### config.mk
export PLATFORM = sky130hd
export DESIGN_NAME = cpu_ctrl
export DESIGN_NICKNAME = d
export VERILOG_FILES = /design/src/rtl/cpu_pkg.sv /design/src/rtl/alu.sv /design/src/rtl/cpu_ctrl.sv
export SDC_FILE = /design/constraint.sdc
export NUM_CORES = 1
export LEC_CHECK = 0
export BUFFER_PORTS_ARGS = -buffer_cell sky130_fd_sc_hd__clkbuf_2
export CAP_MARGIN = 20
export CELL_PAD_IN_SITES_DETAIL_PLACEMENT = 0
export CELL_PAD_IN_SITES_GLOBAL_PLACEMENT = 1
export CORE_MARGIN = 8
export CORE_UTILIZATION = 47
export DETAILED_ROUTE_END_ITERATION = 12
export PLACE_DENSITY_LB_ADDON = 0.1
export SYNTH_ARGS = -nofsm -noshare
export SYNTH_HDL_FRONTEND = slang
export SYNTH_SLANG_ARGS = --single-unit
### constraint.sdc
create_clock -name clk -period 10.2 [get_ports clk]
set_input_delay 0.51 -clock clk [delete_from_list [all_inputs] [get_ports clk]]
set_output_delay 0.51 -clock clk [all_outputs]
set_load 0.05 [all_outputs]
### src/rtl/cpu_pkg.sv
// Shared constants for the 8-bit accumulator CPU.
// Holds the opcodes (ir[7:4]), the ALU select codes and the sequencer state encodings.
package cpu_pkg;

  // Opcodes. 4'hD and 4'hE are undefined and execute as NOP.
  localparam logic [3:0] OpNop = 4'h0;
  localparam logic [3:0] OpLdi = 4'h1;
  localparam logic [3:0] OpLda = 4'h2;
  localparam logic [3:0] OpSta = 4'h3;
  localparam logic [3:0] OpAnd = 4'h4;
  localparam logic [3:0] OpOr  = 4'h5;
  localparam logic [3:0] OpAdd = 4'h6;
  localparam logic [3:0] OpSub = 4'h7;
  localparam logic [3:0] OpNot = 4'h8;
  localparam logic [3:0] OpInc = 4'h9;
  localparam logic [3:0] OpDec = 4'hA;
  localparam logic [3:0] OpJmp = 4'hB;
  localparam logic [3:0] OpJz  = 4'hC;
  localparam logic [3:0] OpUd0 = 4'hD;
  localparam logic [3:0] OpUd1 = 4'hE;
  localparam logic [3:0] OpHlt = 4'hF;

  // ALU select codes.
  localparam logic [2:0] AluPass = 3'b000;
  localparam logic [2:0] AluAnd  = 3'b001;
  localparam logic [2:0] AluOr   = 3'b010;
  localparam logic [2:0] AluAdd  = 3'b011;
  localparam logic [2:0] AluSub  = 3'b100;
  localparam logic [2:0] AluNot  = 3'b101;
  localparam logic [2:0] AluInc  = 3'b110;
  localparam logic [2:0] AluDec  = 3'b111;

  // Sequencer states.
  localparam logic [2:0] StIdle    = 3'd0;
  localparam logic [2:0] StFetch   = 3'd1;
  localparam logic [2:0] StDecode  = 3'd2;
  localparam logic [2:0] StOperand = 3'd3;
  localparam logic [2:0] StMemRd   = 3'd4;
  localparam logic [2:0] StMemWr   = 3'd5;
  localparam logic [2:0] StExecute = 3'd6;
  localparam logic [2:0] StHalt    = 3'd7;

endpackage

### src/rtl/alu.sv
// 8-bit combinational ALU, modulo-256 arithmetic, no flags.
// Ports: a, b - operands; sel - operation select; y - result.
module alu
  import cpu_pkg::*;
(
  input  logic [7:0] a,
  input  logic [7:0] b,
  input  logic [2:0] sel,
  output logic [7:0] y
);

  always_comb begin
    y = 8'h00;
    case (sel)
      AluPass: y = a;
      AluAnd:  y = a & b;
      AluOr:   y = a | b;
      AluAdd:  y = a + b;
      AluSub:  y = a - b;
      AluNot:  y = ~a;
      AluInc:  y = a + 8'h01;
      AluDec:  y = a - 8'h01;
      default: y = a;
    endcase
  end

endmodule

### src/rtl/cpu_ctrl.sv
// Fetch/decode/execute sequencer for the 8-bit accumulator CPU.
// Owns pc, ir, opr, mdr, acc and zero; drives the ALU and a req/ack memory port.
// Ports: clk, rst_n (async, active-low); mem_req/mem_we/mem_addr/mem_wdata to memory,
//        mem_rdata/mem_ack from memory; pc_o, acc_o, zero, halted status.
module cpu_ctrl
  import cpu_pkg::*;
#(
  parameter int unsigned ADDR_W = 8,
  parameter int unsigned DATA_W = 8
) (
  input  logic              clk,
  input  logic              rst_n,
  output logic              mem_req,
  output logic              mem_we,
  output logic [ADDR_W-1:0] mem_addr,
  output logic [DATA_W-1:0] mem_wdata,
  input  logic [DATA_W-1:0] mem_rdata,
  input  logic              mem_ack,
  output logic [ADDR_W-1:0] pc_o,
  output logic [DATA_W-1:0] acc_o,
  output logic              zero,
  output logic              halted
);

  logic [2:0]        state_q, state_d;
  logic [ADDR_W-1:0] pc_q, pc_d, pc_inc;
  // Only the opcode nibble is kept; ir[3:0] carries no meaning.
  logic [3:0]        ir_q, ir_d;
  logic [DATA_W-1:0] opr_q, opr_d;
  logic [DATA_W-1:0] mdr_q, mdr_d;
  logic [DATA_W-1:0] acc_q, acc_d;
  logic              zero_q, zero_d;

  logic [7:0] alu_a, alu_b, alu_y;
  logic [2:0] alu_sel;

  assign pc_inc = pc_q + ADDR_W'(1);

  alu u_alu (
    .a   (alu_a),
    .b   (alu_b),
    .sel (alu_sel),
    .y   (alu_y)
  );

  // ALU steering is a pure function of the opcode; only EXECUTE consumes it.
  always_comb begin
    alu_sel = AluPass;
    alu_a   = acc_q;
    alu_b   = mdr_q;
    case (ir_q)
      OpLdi: alu_a = opr_q;
      OpLda: alu_a = mdr_q;
      OpAnd: alu_sel = AluAnd;
      OpOr:  alu_sel = AluOr;
      OpAdd: alu_sel = AluAdd;
      OpSub: alu_sel = AluSub;
      OpNot: alu_sel = AluNot;
      OpInc: alu_sel = AluInc;
      OpDec: alu_sel = AluDec;
      default: alu_sel = AluPass;
    endcase
  end

  // Memory port decoded from state so it holds steady until the ack arrives.
  always_comb begin
    mem_req   = 1'b0;
    mem_we    = 1'b0;
    mem_addr  = '0;
    mem_wdata = '0;
    case (state_q)
      StFetch, StOperand: begin
        mem_req  = 1'b1;
        mem_addr = pc_q;
      end
      StMemRd: begin
        mem_req  = 1'b1;
        mem_addr = ADDR_W'(opr_q);
      end
      StMemWr: begin
        mem_req   = 1'b1;
        mem_we    = 1'b1;
        mem_addr  = ADDR_W'(opr_q);
        mem_wdata = acc_q;
      end
      default: ;
    endcase
  end

  always_comb begin
    state_d = state_q;
    pc_d    = pc_q;
    ir_d    = ir_q;
    opr_d   = opr_q;
    mdr_d   = mdr_q;
    acc_d   = acc_q;
    zero_d  = zero_q;
    case (state_q)
      StIdle: state_d = StFetch;
      StFetch: begin
        if (mem_ack) begin
          ir_d    = mem_rdata[7:4];
          pc_d    = pc_inc;
          state_d = StDecode;
        end
      end
      StDecode: begin
        case (ir_q)
          OpNop, OpUd0, OpUd1:  state_d = StFetch;
          OpNot, OpInc, OpDec:  state_d = StExecute;
          OpHlt:                state_d = StHalt;
          default:              state_d = StOperand;
        endcase
      end
      StOperand: begin
        if (mem_ack) begin
          opr_d = mem_rdata;
          case (ir_q)
            OpLdi: begin
              pc_d    = pc_inc;
              state_d = StExecute;
            end
            OpJmp: begin
              pc_d    = ADDR_W'(mem_rdata);
              state_d = StFetch;
            end
            OpJz: begin
              pc_d    = zero_q ? ADDR_W'(mem_rdata) : pc_inc;
              state_d = StFetch;
            end
            OpSta: begin
              pc_d    = pc_inc;
              state_d = StMemWr;
            end
            default: begin
              pc_d    = pc_inc;
              state_d = StMemRd;
            end
          endcase
        end
      end
      StMemRd: begin
        if (mem_ack) begin
          mdr_d   = mem_rdata;
          state_d = StExecute;
        end
      end
      StMemWr: begin
        if (mem_ack) state_d = StFetch;
      end
      StExecute: begin
        acc_d   = alu_y;
        zero_d  = (alu_y == 8'h00);
        state_d = StFetch;
      end
      StHalt:  state_d = StHalt;
      default: state_d = StIdle;
    endcase
  end

  always_ff @(posedge clk or negedge rst_n) begin
    if (!rst_n) begin
      state_q <= StIdle;
      pc_q    <= '0;
      ir_q    <= '0;
      opr_q   <= '0;
      mdr_q   <= '0;
      acc_q   <= '0;
      zero_q  <= 1'b0;
    end else begin
      state_q <= state_d;
      pc_q    <= pc_d;
      ir_q    <= ir_d;
      opr_q   <= opr_d;
      mdr_q   <= mdr_d;
      acc_q   <= acc_d;
      zero_q  <= zero_d;
    end
  end

  assign pc_o   = pc_q;
  assign acc_o  = acc_q;
  assign zero   = zero_q;
  assign halted = (state_q == StHalt);

endmodule
=== Word-level counts from Yosys, hierarchy flattened ===
Index checks and enable logic that the tools add are counted.

* Register bits: 40
* Input port bits: 11
* Output and inout bits: 36
* Logic and storage cells: 84

* Add/sub/neg operators: 5
* Equality and inequality tests: 33
* Multiplexer cells: 19
* Bitwise logic cells: 3
* Reduce and logical (&&, ||, !) cells: 17

{| class="wikitable"
|+ Operators with widths
! kind !! number
|-
| $pmux 8 s2 || 4
|-
| $pmux 8 s8 || 1
|-
| $pmux 3 s7 || 2
|-
| $eq 4x4->1 const B || 8
|-
| $mux 8 || 4
|-
| $eq 3x3->1 const B || 8
|-
| $pmux 3 s3 || 2
|-
| $add 8x1->8 const B || 2
|-
| $eq 4x3->1 const B || 4
|-
| $eq 3x2->1 const B || 4
|-
| $mux 3 || 4
|-
| $add 8x8->8 || 1
|-
| $and 8x8->8 || 1
|-
| $eq 4x2->1 const B || 2
|-
| $logic_not 8->1 || 1
|-
| $ne 2x2->1 const B || 4
|-
| $not 8->8 || 1
|-
| $or 8x8->8 || 1
|-
| $reduce_or 2->1 || 4
|-
| $sub 8x1->8 const B || 1
|-
| $sub 8x8->8 || 1
|-
| $eq 3x1->1 const B || 2
|-
| $logic_not 3->1 || 2
|-
| $reduce_and 2->1 || 3
|-
| 8 further kinds || 10
|}

=== Depth between registers and ports, before layout ===
Gate-level depths: netlist of run 1.

* Depth after elaboration: 5
* Gate-level depth with buffers: 17
* Depth with buffers taken out: 16

=== Modules after synthesis ===
Synthesis of run 1 repeated with hierarchy kept, for this count alone.

* Cells, all modules: 391
* Area, all modules: 3321.9 um^2

{| class="wikitable"
|+ By module, submodules not included
! module !! times used !! cells each !! area an instance (um^2) !! sequential area each (um^2)
|-
| cpu_ctrl || 1 || 222 || 2259.7 || 1001.0
|-
| alu || 1 || 169 || 1062.3 || 0.0
|}

=== Least setup slack after synthesis of run 1 ===
Ideal clock, no wire load.

* Path type: reg-to-reg
* From: register mdr_q[1], in the netlist alu_b[1]
* To: register zero_q, in the netlist zero
* Setup time: 104 ps
* Data arrival time: 3684 ps
* Setup slack: 6413 ps
* Cell stages (with the launch flop): 17
* Clock period less this slack: 3787 ps
* Path through: dfrtp_1 > inv_1 > ha_1 > or3b_2 > or3_1 > and2_1 > o21ai_1 > o221ai_1 > nand2_1 > o21ai_1 > ha_1 > nand2_1 > a211oi_1 > nor3_1 > mux2_4 > or3_4 > o41ai_2

* Longest elaborated chain between the ends: 4

{| class="wikitable"
|+ RTL lines
! what !! RTL line !! RTL
|-
| start: declaration || cpu_ctrl.sv:30 || <nowiki>logic [DATA_W-1:0] mdr_q, mdr_d;</nowiki>
|-
| start signal: assignment || cpu_ctrl.sv:175 || <nowiki>mdr_q <= mdr_d;</nowiki>
|-
| $pmux 8 s2 || cpu_ctrl.sv:51 || <nowiki>case (ir_q)</nowiki>
|-
| $sub 8x1->8, or another cell as far along || alu.sv:22 || <nowiki>AluDec: y = a - 8'h01;</nowiki>
|-
| $pmux 8 s8 * || alu.sv:14 || <nowiki>case (sel)</nowiki>
|-
| $logic_not 8->1 * || cpu_ctrl.sv:153 || <nowiki>zero_d = (alu_y == 8'h00);</nowiki>
|-
| end signal: assignment || cpu_ctrl.sv:177 || <nowiki>zero_q <= zero_d;</nowiki>
|-
| end: declaration || cpu_ctrl.sv:32 || <nowiki>logic zero_q, zero_d;</nowiki>
|}

Every way passes the cells marked *; elsewhere a longest branch is shown, timed or not.
A chain may end at the register's enable or synchronous reset.

=== Final worst setup path of run 1 ===
* From: register mdr_q[0], in the netlist alu_b[0]
* To: register zero_q, in the netlist zero

Same word-level chain as after synthesis.

==> results of run 1 <==
[flip-flops by register name, summed over array words and instances, names as in the netlist]
name / count
acc_o: 8
alu_b: 8
opr_q: 8
pc_o: 8
ir_q: 4
state_q: 3
zero: 1
[cells in the mapped netlist, types with 7 or more instances]
cell | number | area [µm²]
sky130_fd_sc_hd__a21oi_1 | 42 | 210.2
sky130_fd_sc_hd__a211oi_1 | 7 | 52.55
sky130_fd_sc_hd__ha_1 | 9 | 112.6
sky130_fd_sc_hd__buf_2 | 10 | 50.05
sky130_fd_sc_hd__nand2_1 | 43 | 161.4
sky130_fd_sc_hd__clkbuf_1 | 21 | 78.83
sky130_fd_sc_hd__nor2b_1 | 9 | 56.30
sky130_fd_sc_hd__inv_1 | 13 | 48.80
sky130_fd_sc_hd__nand3_1 | 13 | 65.06
sky130_fd_sc_hd__mux2_2 | 14 | 157.7
sky130_fd_sc_hd__nor2_1 | 43 | 161.4
sky130_fd_sc_hd__o21ai_0 | 47 | 235.2
sky130_fd_sc_hd__o21ai_1 | 9 | 45.04
sky130_fd_sc_hd__and3_1 | 18 | 112.6
sky130_fd_sc_hd__dfrtp_1 | 40 | 1001
sky130_fd_sc_hd__a22o_1 | 9 | 78.83
sky130_fd_sc_hd__nor3_1 | 13 | 65.06
[routing by layer]
| metal | part of all wire, % | track usage (%) | routed length (µm) |
|---|---|---|---|
| met1 | 45 | 31.71 | 5165 |
| met2 | 45 | 35.01 | 5148 |
| met3 | 8.3 | 4.389 | 946 |
| met4 | 1.5 | 6.229 | 176 |
| met5 | 0 | 0 | 0 |
[stage by stage]
stage                     std cells  hold WS, ns  utilization, %  cell area [µm²]
final                           585      0.08864           53.79             3923
after global placement          575       0.4902           51.78             3776
after CTS                       583       0.4097           53.36             3891
after detailed placement        575       0.5006           51.78             3776
after floorplan                 461       0.2144               -             3545
after global routing            585      0.09254           53.79             3923
[how the worst max path moves through the flow]
stage / startpoint / end / slack (ns) / cells after the start
final: alu_b[0] / zero / 5.99 / 16
after global routing: alu_b[0] / zero / 5.68 / 16
after CTS: alu_b[0] / zero / 6.01 / 16
after detailed placement: alu_b[0] / zero / 6.03 / 16
after global placement: alu_b[0] / zero / 6.22 / 16
after floorplan: alu_b[1] / zero / 6.41 / 16
[final cells by class]
cell class | instances | area [µm²] | area share [%]
Clock buffer | 5 | 68.82 | 1.754
Tap cell | 99 | 123.9 | 3.158
Timing Repair Buffer | 53 | 299.0 | 7.624
Inverter | 14 | 52.55 | 1.340
Sequential cell | 40 | 1001 | 25.52
Clock inverter | 3 | 46.29 | 1.180
Multi-Input combinational cell | 371 | 2331 | 59.43
[kinds of logic (layout without fill, tap and decap cells)]
kind of cell               count (synthesis)  in the layout  synth area share, %
adders and majority gates                 10             10                3.742
DFF                                       40             40                28.24
and+or+nand+nor                          173            173                25.10
AOI/OAI and AO/OA                        164            164                29.72
buffers and inverters                     50             75                6.001
muxes                                     18             18                5.718
xor gates and xnor gates                   6              6                1.483
==> results.sh, run 1 <==
export IMPL_rows=31
export IMPL_timing_fmax_mhz=237.3
export IMPL_worst_slew_pin_slew_ns=0.8360
export IMPL_r2r_start="alu_b[0]"
export IMPL_initialDrtViolationCount=339
export IMPL_grt_usage_pct=22.79
export IMPL_run_status="completed"
export IMPL_sequential_share_of_the_synthesized_area_pct=28.24
export IMPL_critical_path_arrival_ns=4.42
export IMPL_grt_start_max_net_pins=41
export IMPL_ant_nets=0
export IMPL_dp_worst_setup_slack_ns=6.027
export IMPL_detail_route_first_pass_iterations=5
export IMPL_slew_headroom_pct=44.06
export IMPL_antenna_cells_inserted=0
export IMPL_portBuffers=46
export IMPL_synth_edff_count=0
export IMPL_critPathTopFamily="simple AND/OR/NAND/NOR gates"
export IMPL_die_width_um=102.8
export IMPL_final_common_cell="sky130_fd_sc_hd__o21ai_0"
export IMPL_netlist_area_um2=3545
export IMPL_setup_viol=0
export IMPL_cts_post_setup_buffers_inserted=0
export IMPL_gp_congestion=0.9076
export IMPL_critical_path_max_fanout=5
export IMPL_layout_cell_share_with_drive_strength_beyond_1_pct=18.72
export IMPL_timing_setup_tns_ns=0
export IMPL_initial_antenna_violation_count=0
export IMPL_clock_insertion_delay_worst_skew_ns=0.30
export IMPL_postSynthCellCount=461
export IMPL_tritoncts="yes"
export IMPL_htree_levels=2
export IMPL_yosys_warnings=0
export IMPL_min_period_over_period_pct=41.32
export IMPL_final_setup_worst_slack_ns=5.986
export IMPL_critical_path_startpoint_type="flip-flop"
export IMPL_max_clock_path_buffers=2
export IMPL_worst_clock_skew_ns=0.01254
export IMPL_synthFlopType="sky130_fd_sc_hd__dfrtp_1"
export IMPL_cts_made_buffers=5
export IMPL_grt_setup_unrepaired="false"
export IMPL_max_cap_violations=0
export IMPL_grt_pass1_vias=3487
export IMPL_design_final_nets=506
export IMPL_io_pin_count=47
export IMPL_clockRootBuffer="sky130_fd_sc_hd__clkbuf_8"
export IMPL_rr_worst_depth=16
export IMPL_synth_net_count=482
export IMPL_slowest_stage="sky130_fd_sc_hd__or3b_2"
export IMPL_syn_mean_instance_area_um2=7.689
export IMPL_wl_per_cell_um=19.55
export IMPL_area_delta_synth_final_pct=10.66
export IMPL_postSynthRegisterBits=40
export IMPL_crit_path_end_kind="flip-flop"
export IMPL_period_needed_ns=4.214
export IMPL_hold_violations=0
export IMPL_setup_crit_path_kind="flip-flop to flip-flop"
export IMPL_global_route_overflow_total=0
export IMPL_final_max_slew_viol_count=0
export IMPL_min_path_type="input pin to asynchronous set/reset pin"
export IMPL_floorplan_initialDensity_pct=48.61
export IMPL_placeable_core_region_um2=7292
export IMPL_post_detailed_route_via_to_cell_ratio=6.303
export IMPL_critical_path_reg2reg_endpoint="zero"
export IMPL_half_perimeter_wire_length_after_detailed_placement_um=8323
export IMPL_post_synth_num_cell_types=76
export IMPL_clkTransAtPathRegs_ns=0.10
export IMPL_cts_hold_repair_buffers=0
export IMPL_rrSetupSlack_ns=5.99
export IMPL_critPathMaxStageDelay_ns=0.49
export IMPL_most_common_layout_cells="sky130_fd_sc_hd__o21ai_0 (47), sky130_fd_sc_hd__clkbuf_2 (46), sky130_fd_sc_hd__nor2_1 (43), sky130_fd_sc_hd__nand2_1 (43), sky130_fd_sc_hd__a21oi_1 (42)"
export IMPL_n_fill_cell=769
export IMPL_critPathRequiredTime_ns=10.41
export IMPL_routed_wirelength_um=11440
export IMPL_worstPathCellList="inv_1 > ha_1 > or3b_2 > or3_1 > and2_1 > o21ai_1 > o221ai_1 > nand2_1 > o21ai_1 > ha_1 > nand2_1 > a211oi_1 > nor3_1 > mux2_4 > or3_4 > o41ai_2"
export IMPL_vias=3687
export IMPL_cts_resized=0
export IMPL_timing_critical_path_buf_inv=1
export IMPL_ys_async_sr_fraction_pct=100.0
export IMPL_grt_pass1_wl_um=18820
export IMPL_drcViolationCount=0
export IMPL_cts_num_sinks=40
export IMPL_die_height_um=102.8
export IMPL_dieArea_um2=10580
Power of run 1 is not shown: default switching activity piles up to over one toggle a cycle in this logic, so the estimate is an artifact.
==> run 2, diff against run 1 <==
Settings changed: CORE_UTILIZATION 47 to 39.
Clock period 10.2 ns to 3.4 ns, I/O delays scaled along.
==> results.sh, run 2 (same netlist as run 1, synthesis figures left out) <==
export IMPL_run_status="finished with violations"
export IMPL_violated_checks="negative setup slack"
export IMPL_critical_path_arrival_ns=3.77
export IMPL_grt_setup_unrepaired="true"
export IMPL_post_detailed_route_via_to_cell_ratio=5.902
export IMPL_crit_path_end_kind="flip-flop"
export IMPL_placeable_core_region_um2=8763
export IMPL_number_of_cells_in_the_finished_layout_apart_from_fillers=656
export IMPL_vias=3872
export IMPL_layout_cell_share_with_drive_strength_beyond_1_pct=31.39
export IMPL_total_placed_instance_area_um2=4280
export IMPL_max_cap_violations=0
export IMPL_die_height_um=111.3
export IMPL_setup_viol=2
export IMPL_dieArea_um2=12400
export IMPL_grt_pass1_vias=3679
export IMPL_hold_violations=0
export IMPL_grt_usage_pct=19.39
export IMPL_portBuffers=46
export IMPL_initialDrtViolationCount=283
export IMPL_period_needed_ns=3.581
export IMPL_antenna_cells_inserted=0
export IMPL_critPathRequiredTime_ns=3.59
export IMPL_min_path_type="input pin to flip-flop"
export IMPL_clock_insertion_delay_worst_skew_ns=0.30
export IMPL_rows=34
export IMPL_setup_crit_path_kind="flip-flop to flip-flop"
export IMPL_use_met2_pct=31.13
export IMPL_final_setup_worst_slack_ns=-0.1811
export IMPL_grt_pass1_wl_um=19840
export IMPL_timing_fmax_mhz=279.2
export IMPL_most_common_layout_cells="sky130_fd_sc_hd__buf_4 (63), sky130_fd_sc_hd__clkbuf_2 (46), sky130_fd_sc_hd__o21ai_0 (44)"
export IMPL_final_common_cell="sky130_fd_sc_hd__buf_4"
export IMPL_critical_path_max_fanout=3
export IMPL_cell_count_post_placement=642
export IMPL_ant_nets=0
export IMPL_max_clock_path_buffers=2
export IMPL_grt_use_met1_pct=26.14
export IMPL_io_pin_count=47
export IMPL_initial_antenna_violation_count=0
export IMPL_drcViolationCount=0
export IMPL_htree_levels=2
export IMPL_detail_route_first_pass_iterations=5
export IMPL_half_perimeter_wire_length_after_detailed_placement_um=9711
export IMPL_slew_headroom_pct=55.63
export IMPL_clockRootBuffer="sky130_fd_sc_hd__clkbuf_8"
export IMPL_worst_slew_pin_slew_ns=0.6655
export IMPL_clkTransAtPathRegs_ns=0.09
export IMPL_min_period_over_period_pct=105.3
export IMPL_tritoncts="yes"
export IMPL_final_area_um2=4518
export IMPL_gr_max_usage_layer="met2"
export IMPL_routed_wirelength_um=12360
export IMPL_grt_use_met3_pct=3.972
export IMPL_final_max_slew_viol_count=0
export IMPL_global_route_overflow_total=0
export IMPL_area_delta_synth_final_pct=27.46
export IMPL_gp_congestion=0.8785
export IMPL_critical_path_startpoint_type="flip-flop"
export IMPL_floorplan_initialDensity_pct=40.45
export IMPL_cts_made_buffers=5
export IMPL_die_width_um=111.3
export IMPL_dp_worst_setup_slack_ns=-0.1998
export IMPL_worst_clock_skew_ns=0.01068
export IMPL_wl_per_cell_um=18.84
export IMPL_cts_num_sinks=40
export IMPL_design_final_nets=568
export IMPL_grt_start_max_net_pins=41
-- run 2: cell count changes in the layout (fill, tap and decap cells not counted), sizes merged --
cell         previous run  this run
bufinv                  1         0
dlygate4sd3             0         1
buf                     7        68
clkinv                  0         1
inv                    15        14
clkinvlp                1         2
-- run 2: through the flow --
stage	util (%)	hold slack (ns)	setup TNS, ns
after floorplan	-	-0.1256	-0.3134
after detailed placement	48.84	0.3930	-0.3479
after global placement	48.84	0.3844	-0.2091
after global routing	51.56	0.1660	-0.7054
final	51.56	0.1441	-0.2909
after CTS	50.20	0.05815	-0.3405
-- run 2: final timing paths --
kind                               from         end  slack, ns  depth (start not counted)
min                        mem_rdata[5]     ir_q[1]       0.14                          3
max                            alu_b[0]    acc_o[7]      -0.18                         16
min reg2reg                    opr_q[2]    opr_q[2]       0.56                          1
min in group asynchronous         rst_n  state_q[1]       0.28                          2
max in group asynchronous         rst_n    alu_b[5]       2.65                          3
max reg2reg                    alu_b[0]    acc_o[7]      -0.18                         16
-- run 2: layer usage --
| layer | vias up | wire length (µm) |
|---|---|---|
| li1 | 1859 | - |
| met1 | 1872 | 5555 |
| met4 | 0 | 229 |
| met5 | - | 0 |
| met2 | 122 | 5764 |
| met3 | 19 | 811 |
-- run 2: what timing repair did --
item	4_1_cts	5_1_grt
endpoints found under the hold margin	0	10
resized for setup	1	22
setup endpoints to repair	2	4
pin swaps	7	8
buffers inserted	3	1
hold buffers	0	1
-- run 2: area by class of cell --
class | instances | area [µm²]
clock inverter | 3 | 23.77
inverter | 14 | 52.55
tap | 108 | 135.1
clock buffer | 5 | 68.82
timing repair buffer | 115 | 795.8
sequential | 40 | 1001
fill | 866 | 4245
multi-input combinational | 371 | 2441
-- run 2: critical path, stage by stage, from the launching register on --
cell and delay, ns:
sky130_fd_sc_hd__dfrtp_1 0.39, sky130_fd_sc_hd__inv_2 0.08, sky130_fd_sc_hd__ha_4 0.13, sky130_fd_sc_hd__or3b_4 0.37, sky130_fd_sc_hd__or3_4 0.34, sky130_fd_sc_hd__and2_4 0.17, sky130_fd_sc_hd__o21ai_2 0.09, sky130_fd_sc_hd__o221ai_1 0.11
sky130_fd_sc_hd__nand2_1 0.09, sky130_fd_sc_hd__o21ai_1 0.06, sky130_fd_sc_hd__ha_1 0.34, sky130_fd_sc_hd__nand2_2 0.09, sky130_fd_sc_hd__a211oi_4 0.20, sky130_fd_sc_hd__nor3_2 0.08, sky130_fd_sc_hd__mux2_4 0.27, sky130_fd_sc_hd__or3_4 0.39
sky130_fd_sc_hd__mux2_4 0.27
Power of run 2 is left out for the same reason.
==> run 3, diff against run 2 <==
Settings changed: BUFFER_PORTS_ARGS -buffer_cell sky130_fd_sc_hd__clkbuf_2 to -buffer_cell sky130_fd_sc_hd__buf_2.
==> results.sh, run 3 (same netlist as run 1, synthesis figures left out) <==
export IMPL_run_status="finished with violations"
export IMPL_violated_checks="negative hold slack, negative setup slack"
export IMPL_min_path_type="input pin to asynchronous set/reset pin"
export IMPL_drcViolationCount=0
export IMPL_dieArea_um2=12400
export IMPL_htree_levels=2
export IMPL_critical_path_arrival_ns=3.79
export IMPL_initial_antenna_violation_count=0
export IMPL_gp_congestion=0.8770
export IMPL_hold_violations=6
export IMPL_r2r_start="alu_b[0]"
export IMPL_rows=34
export IMPL_dp_worst_setup_slack_ns=-0.1904
export IMPL_critical_path_startpoint_type="flip-flop"
export IMPL_placeable_core_region_um2=8763
export IMPL_area_delta_synth_final_pct=24.50
export IMPL_final_area_um2=4413
export IMPL_setup_crit_path_kind="flip-flop to flip-flop"
export IMPL_final_common_cell="sky130_fd_sc_hd__buf_4"
export IMPL_timing_fmax_mhz=278.7
export IMPL_seqCellArea_um2=1001
export IMPL_grt_pass1_vias=3531
export IMPL_final_setup_worst_slack_ns=-0.1883
export IMPL_worst_setup_path_endpoint="zero"
export IMPL_multi_input_comb_area_um2=2379
export IMPL_period_needed_ns=3.588
export IMPL_crit_path_end_kind="flip-flop"
export IMPL_clockRootBuffer="sky130_fd_sc_hd__clkbuf_8"
export IMPL_grt_setup_unrepaired="true"
export IMPL_initialDrtViolationCount=302
export IMPL_max_clock_path_buffers=2
export IMPL_n_fill_cell=874
export IMPL_critPathRequiredTime_ns=3.60
export IMPL_clock_insertion_delay_worst_skew_ns=0.30
export IMPL_antenna_cells_inserted=0
export IMPL_global_route_overflow_total=0
export IMPL_die_width_um=111.3
export IMPL_total_placed_instance_area_um2=4253
export IMPL_worst_clock_skew_ns=0.009517
export IMPL_post_detailed_route_via_to_cell_ratio=5.974
export IMPL_routed_wirelength_um=12330
export IMPL_floorplan_initialDensity_pct=40.45
export IMPL_setup_viol=2
export IMPL_slew_headroom_pct=39.11
export IMPL_tritoncts="yes"
export IMPL_die_height_um=111.3
export IMPL_min_period_over_period_pct=105.5
export IMPL_grt_start_max_net_pins=41
export IMPL_grt_usage_pct=19.01
export IMPL_portBuffers=46
export IMPL_layout_cell_share_with_drive_strength_beyond_1_pct=29.60
export IMPL_critical_path_max_fanout=4
export IMPL_worst_slew_pin_slew_ns=0.9134
export IMPL_timing_setup_tns_ns=-0.3493
export IMPL_max_cap_violations=0
export IMPL_design_final_nets=564
export IMPL_most_common_layout_cells="sky130_fd_sc_hd__buf_4 (64), sky130_fd_sc_hd__o21ai_0 (46), sky130_fd_sc_hd__buf_2 (46)"
export IMPL_rrSetupSlack_ns=-0.19
export IMPL_wl_per_cell_um=18.90
export IMPL_io_pin_count=47
export IMPL_rr_worst_depth=16
export IMPL_cts_hold_repair_buffers=0
export IMPL_finalHoldWorstSlack_ns=-0.002048
export IMPL_ant_nets=0
export IMPL_half_perimeter_wire_length_after_detailed_placement_um=9565
export IMPL_detail_route_first_pass_iterations=5
export IMPL_cts_num_sinks=40
export IMPL_worstSetupStartpoint="alu_b[0]"
export IMPL_cts_made_buffers=5
export IMPL_grt_pass1_wl_um=19460
export IMPL_vias=3895
export IMPL_final_max_slew_viol_count=0
export IMPL_clkTransAtPathRegs_ns=0.09
export IMPL_critical_path_reg2reg_endpoint="zero"
==> run 3: cell count changes in the layout (fill, tap and decap cells not counted), moves of 2 or more <==
cell,before,now
sky130_fd_sc_hd__o21ai_2,2,0
sky130_fd_sc_hd__nor3_2,3,1
sky130_fd_sc_hd__clkbuf_2,46,0
sky130_fd_sc_hd__o21ai_0,44,46
sky130_fd_sc_hd__buf_12,3,1
sky130_fd_sc_hd__nor2_4,3,1
sky130_fd_sc_hd__buf_6,2,0
sky130_fd_sc_hd__nor3_1,11,13
sky130_fd_sc_hd__buf_2,0,46
==> run 3: layout make-up <==
class | count | area share, %
clock inverter | 3 | 1.049
tap | 108 | 3.062
clock buffer | 5 | 1.559
inverter | 14 | 1.191
timing repair buffer | 111 | 16.56
sequential | 40 | 22.68
multi-input combinational | 371 | 53.90
==> run 3: routing by layer <==
layer	vias up	routed length, µm	GRT usage, %
met4	0	98	2.667
met5	-	0	0
met1	1869	5685	26.78
met3	15	950	3.382
met2	160	5592	30.15
li1	1851	-	-
==> run 3: per-stage QoR <==
| step | instances | utilization (%) |
|---|---|---|
| 2_1_floorplan | 461 | - |
| 3_3_place_gp | 640 | 48.53 |
| 3_5_place_dp | 640 | 48.53 |
| 4_1_cts | 650 | 50.04 |
| 5_1_grt | 652 | 50.36 |
| 6_report | 652 | 50.36 |
==> run 3: worst max-delay path: stages (launching register included) <==
cell and delay (ns):
sky130_fd_sc_hd__dfrtp_1 0.40, sky130_fd_sc_hd__inv_2 0.09, sky130_fd_sc_hd__ha_4 0.13, sky130_fd_sc_hd__or3b_4 0.38, sky130_fd_sc_hd__or3_4 0.34, sky130_fd_sc_hd__and2_4 0.17
sky130_fd_sc_hd__o21ai_1 0.10, sky130_fd_sc_hd__o221ai_1 0.11, sky130_fd_sc_hd__nand2_1 0.07, sky130_fd_sc_hd__o21ai_1 0.06, sky130_fd_sc_hd__ha_1 0.33, sky130_fd_sc_hd__nand2_2 0.08
sky130_fd_sc_hd__a211oi_2 0.23, sky130_fd_sc_hd__nor3_1 0.08, sky130_fd_sc_hd__mux2_4 0.27, sky130_fd_sc_hd__or3_4 0.34, sky130_fd_sc_hd__o41ai_2 0.30
==> run 3: how the worst min path moves through the flow <==
stage	end	slack (ns)	cells past startpoint
floorplan	acc_o[0]	-0.13	0
global placement	state_q[1]	0.35	1
detailed placement	state_q[1]	0.35	1
CTS	opr_q[0]	0.02	1
global route	acc_o[5]	0.07	1
finish	opr_q[0]	-0.002	1
==> run 3: repair_timing <==
action	4_1_cts	5_1_grt
pin swaps	1	7
resized for setup	1	5
setup endpoints to repair	2	4
setup buffers	2	2
Power of run 3 is left out for the same reason.
